<file path="config.mk">
export PLATFORM = sky130hd
export DESIGN_NAME = microstep_sequencer
export DESIGN_NICKNAME = d
export VERILOG_FILES = /design/src/rtl/microstep_sequencer.sv
export SDC_FILE = /design/constraint.sdc
export NUM_CORES = 1
export LEC_CHECK = 0
export ABC_CLOCK_PERIOD_IN_PS = 1900
export CELL_PAD_IN_SITES_DETAIL_PLACEMENT = 1
export CELL_PAD_IN_SITES_GLOBAL_PLACEMENT = 1
export CORE_ASPECT_RATIO = 0.6
export CORE_UTILIZATION = 22
export DETAILED_ROUTE_END_ITERATION = 7
export PLACE_DENSITY = 0.86
export SYNTH_ARGS = -nofsm -noshare
export SYNTH_HDL_FRONTEND = slang
export SYNTH_SLANG_ARGS = --single-unit
</file>
<file path="constraint.sdc">
create_clock -name clk -period 1.9 [get_ports clk]
set_input_delay 0.38 -clock clk [delete_from_list [all_inputs] [get_ports clk]]
set_output_delay 0.38 -clock clk [all_outputs]
set_load 0.1 [all_outputs]
</file>
<file path="src/rtl/microstep_sequencer.sv">
// Execute-phase microstep sequencer: walks {opcode, step} through the microcode store and flags HALT/overrun/protocol errors.
// Latency: first EXEC cycle is the cycle after exec_start_i; control_o and exec_done_o follow ucode_word_i combinationally.
// Backpressure: none; exec_start_i is a fire-and-forget pulse, and a pulse arriving while busy is dropped and flagged.
module microstep_sequencer #(
    parameter int OPCODE_WIDTH = 8,
    parameter int MS_WIDTH     = 3,
    parameter int CTRL_WIDTH   = 24
) (
    input  logic                             clk,
    input  logic                             reset,
    input  logic                             exec_start_i,
    input  logic [OPCODE_WIDTH-1:0]          opcode_i,
    output logic [OPCODE_WIDTH+MS_WIDTH-1:0] ucode_addr_o,
    input  logic [CTRL_WIDTH-1:0]            ucode_word_i,
    output logic [CTRL_WIDTH-3:0]            control_o,
    output logic [MS_WIDTH-1:0]              current_microstep,
    output logic                             exec_busy_o,
    output logic                             exec_done_o,
    output logic                             halted_o,
    output logic                             ucode_overrun_o,
    output logic                             protocol_err_o
);

    typedef enum logic [1:0] {
        IDLE   = 2'd0,
        EXEC   = 2'd1,
        HALTED = 2'd2
    } state_t;

    state_t                  state_q, state_d;
    logic [OPCODE_WIDTH-1:0] opcode_q, opcode_d;
    logic [MS_WIDTH-1:0]     step_q, step_d;
    logic                    halted_q, halted_d;
    logic                    ovr_q, ovr_d;
    logic                    perr_q, perr_d;

    logic word_last;
    logic word_halt;
    logic step_max;

    assign word_last = ucode_word_i[CTRL_WIDTH-1];
    assign word_halt = ucode_word_i[CTRL_WIDTH-2];
    // The counter must never wrap: the all-ones step is treated as an implicit LAST.
    assign step_max  = &step_q;

    assign ucode_addr_o      = {opcode_q, step_q};
    assign current_microstep = step_q;
    assign halted_o          = halted_q;
    assign ucode_overrun_o   = ovr_q;
    assign protocol_err_o    = perr_q;

    // Next-state, step sequencing and per-cycle outputs; outputs decode from state so reset clears them at once.
    always_comb begin
        state_d     = state_q;
        opcode_d    = opcode_q;
        step_d      = step_q;
        halted_d    = halted_q;
        ovr_d       = ovr_q;
        perr_d      = perr_q;
        control_o   = '0;
        exec_busy_o = 1'b0;
        exec_done_o = 1'b0;
        case (state_q)
            IDLE: begin
                if (exec_start_i) begin
                    opcode_d = opcode_i;
                    step_d   = '0;
                    state_d  = EXEC;
                end
            end
            EXEC: begin
                exec_busy_o = 1'b1;
                control_o   = ucode_word_i[CTRL_WIDTH-3:0];
                // Fetch must wait for done; a restart here (even on the final step) is dropped.
                if (exec_start_i) begin
                    perr_d = 1'b1;
                end
                if (word_halt) begin
                    halted_d = 1'b1;
                    state_d  = HALTED;
                end else if (word_last) begin
                    exec_done_o = 1'b1;
                    step_d      = '0;
                    state_d     = IDLE;
                end else if (step_max) begin
                    exec_done_o = 1'b1;
                    ovr_d       = 1'b1;
                    step_d      = '0;
                    state_d     = IDLE;
                end else begin
                    step_d = step_q + 1'b1;
                end
            end
            HALTED: begin
                // Only reset leaves HALTED; starts are silently ignored.
            end
            default: begin
                state_d = IDLE;
            end
        endcase
    end

    // State and sticky flag registers with asynchronous active-low reset.
    always_ff @(posedge clk or negedge reset) begin
        if (!reset) begin
            state_q  <= IDLE;
            opcode_q <= '0;
            step_q   <= '0;
            halted_q <= 1'b0;
            ovr_q    <= 1'b0;
            perr_q   <= 1'b0;
        end else begin
            state_q  <= state_d;
            opcode_q <= opcode_d;
            step_q   <= step_d;
            halted_q <= halted_d;
            ovr_q    <= ovr_d;
            perr_q   <= perr_d;
        end
    end

endmodule

</file>
==> results of run 1 <==
-- placed cells by master, fill, tap and decap left out, types with 3 or more instances in the layout --
cell type and instances:
and2_2 10, buf_12 31, clkbuf_8 4, clkdlybuf4s50_1 34, mux2_1 8, buf_4 19
and2_4 9, dfrtp_1 13, and2_1 3
-- area by class of cell --
type | instances | share of cell area
Timing Repair Buffer | 84 | 0.5339
Multi-Input combinational cell | 48 | 0.2107
Sequential cell | 16 | 0.1979
Tap cell | 45 | 0.02724
Clock buffer | 4 | 0.02663
Inverter | 2 | 0.003632
-- cell usage after synthesis --
library cell,instances,area share
ha_1,2,0.030
nor2b_1,1,0.0075
nor3b_2,1,0.015
nor3b_4,1,0.023
a22o_1,1,0.011
nor2b_2,1,0.011
nor2_1,2,0.0090
nand2b_1,1,0.0075
a41o_1,1,0.012
and2_1,22,0.17
clkbuf_1,1,0.0045
nor3_1,1,0.0060
dfrtp_1,16,0.48
inv_1,2,0.0090
a21o_1,2,0.018
mux2_1,8,0.11
buf_4,3,0.027
a32o_1,2,0.024
o21ai_0,1,0.0060
buf_2,1,0.0060
nand2_1,1,0.0045
buf_6,1,0.014
-- power groups by stage --
| stage | sequential [W] | clock, W | combinational, W |
|---|---|---|---|
| after floorplan | 0.00131 | 0 | 0.00126 |
| after global placement | 0.000552 | 0 | 0.00295 |
| after detailed placement | 0.000564 | 0 | 0.00300 |
| after CTS | 0.000553 | 0.000305 | 0.00302 |
| after global routing | 0.000566 | 0.000315 | 0.00311 |
| final | 0.000551 | 0.000298 | 0.00303 |
-- through the flow --
| stage | TNS (ns) | std cells |
|---|---|---|
| 6_report | 0 | 199 |
| 5_1_grt | -0.006093 | 199 |
| 3_3_place_gp | 0 | 193 |
| 3_5_place_dp | 0 | 193 |
| 4_1_cts | 0 | 199 |
| 2_1_floorplan | -0.5848 | 72 |
-- sequential cells by signal (all words and copies together), names as in the netlist --
register           count
current_microstep      3
halted_o               1
opcode_q               8
protocol_err_o         1
state_q                2
ucode_overrun_o        1
-- logic make-up after synthesis --
kind of cell,count (synthesis)
muxes,8
and+or+nand+nor,31
adders and majority gates,2
buffers and inverters,8
AOI/OAI and AO/OA,7
DFF,16
-- worst max path at each step --
stage / slack, ns / cells past startpoint / start / endpoint
after floorplan: -0.06 / 3 / state_q[1] / control_o[10]
after global placement: 0.11 / 4 / ucode_word_i[22] / exec_done_o
after global routing: -0.006 / 4 / state_q[1] / control_o[21]
after CTS: 0.02 / 5 / current_microstep[0] / exec_done_o
after detailed placement: 0.05 / 4 / ucode_word_i[22] / exec_done_o
final: 0.05 / 5 / current_microstep[0] / exec_done_o
-- layer usage --
layer / share of wire / GRT usage
met1: 0.36 / 0.1888
met2: 0.57 / 0.3361
met3: 0.071 / 0.05556
met4: 0.0025 / 0.01786
met5: 0 / 0
-- critical path, cell delays in order, from the launching register on --
cell and delay, ns:
dfrtp_4 0.47, ha_2 0.20, ha_2 0.19, nor2_4 0.13, nor2b_4 0.07, buf_12 0.16
-- what timing repair did --
item                                    CTS  global route
hold endpoints to repair                  0             0
resized for setup                         4             3
pin swaps                                 1             1
buffers inserted                          2             0
endpoints found under the setup margin    1            23
==> flow_summary.json, run 1 <==
{
  "outcome": "finished, final reports clean",
  "multi_input_area_um2": 435.4,
  "dr.pass1.iters": 4,
  "p_comb_frac": 0.781,
  "p_int_w": 0.001617,
  "fin_nets": 192,
  "drc": 0,
  "diodes": 0,
  "fin_crit_ns": 1.854,
  "switching_share": 0.5828,
  "worst_slew_pin_slew_ns": 0.4102,
  "hold_viol": 0,
  "clkPwrFrac": 0.077,
  "worst_slack_ns": 0.04580,
  "synthXorXnorAreaFrac": 0,
  "antenna_found_initial": 0,
  "powerDensity_nw_per_um2": 1875,
  "route.detailed.wl_per_inst_um": 16.26,
  "hp-class": "primary input to asynchronous set/reset pin",
  "max_freq_ghz": 0.5393,
  "switchingPower_w": 0.002259,
  "num_io_pins": 76,
  "irDropWorstVdd_v": 0.001667,
  "drtIter0Drc": 27,
  "portBuffers": 75,
  "synth-compound-area-share": 0.07078,
  "synth_mux_area_frac": 0.1084,
  "timing.hold.ws_ns": 0.4265,
  "drv_cap": 0,
  "fin_crit_sh": 0.9759,
  "gr-total-overflow": 0,
  "clk_path_buf_depth": 2,
  "critPathKind": "flip-flop to primary output",
  "cts_sinks": 16,
  "wirelength_mm": 3.235,
  "place_ws_ns": 0.04853,
  "vias": 854,
  "rrSetupSlack_ns": 0.50,
  "start_kind": "flip-flop",
  "post-route-util": 0.6038,
  "synth_fa_ha_area_frac": 0.03012,
  "ys_types": 22,
  "ant_nets": 0,
  "place.gp.congestion": 0.7990,
  "synthSimpleGateAreaFrac": 0.2485,
  "power_frac_seq": 0.142,
  "syn-cell-area_um2": 830.8,
  "clock_latency_ns": 0.25,
  "layout.area.seq_um2": 409.1,
  "fillers": 343,
  "yosys_warnings": 0,
  "die_h_um": 49.60,
  "grt_max_degree": 26,
  "timing.rr.end": "opcode_q[3]",
  "cts_root_buf": "clkbuf_8",
  "drv_slew": 0,
  "required_ns": 1.52,
  "grt_pass1_vias": 996,
  "post_drt_via_cell_ratio": 4.291,
  "p_leak_nw": 0.8992,
  "clkSlewWorstSetupHoldPaths_ns": 0.06,
  "synth_top_family_by_area": "simple AND/OR/NAND/NOR gates",
  "coreArea_um2": 3423,
  "hpwl_mm": 2.829,
  "cp_data_arrival_time_ns": 1.47,
  "postSynthAreaPerCell_um2": 11.54,
  "initial_utilization": 0.2427,
  "die_area_um2": 4034,
  "cts-buffers-inserted": 3,
  "htree_levels": 1,
  "placed_area_um2": 1972,
  "die_width_um": 81.34,
  "skew_ns": 0.004317,
  "synthToLayoutAreaGrowth_pct": 148.8,
  "slew_headroom": 0.7257,
  "postCtsHoldBufs": 0,
  "path_max_fanout": 2,
  "r2r_start": "state_q[1]",
  "ff2ff_path_depth": 3,
  "ys_seq_area_frac": 0.4819,
  "setup_viol": 0,
  "crit_path_end_kind": "primary output",
  "synthCells": 72,
  "finalInstanceArea_um2": 2067,
  "p_total_w": 0.003875,
  "grt_pass1_wl_mm": 5.071,
  "drive_above_1_share": 0.5390,
  "grt_usage": 0.1744,
  "rows": 16,
  "ys_ff_latch": 16,
  "synthesis.nets": 109,
  "cts_tree": "yes"
}
Note: power is estimated with default switching activity, not from simulation.
==> inputs of run 2 (changes only) <==
- CORE_MARGIN: not set -> 1
==> results of run 2 <==
Same layout as run 1: the final DEF is identical, and so are final timing and power.
==> inputs of run 3 (changes only) <==
- HOLD_SLACK_MARGIN: not set -> 0.12
==> results of run 3 <==
Same layout as run 1: the final DEF is identical, and so are final timing and power.
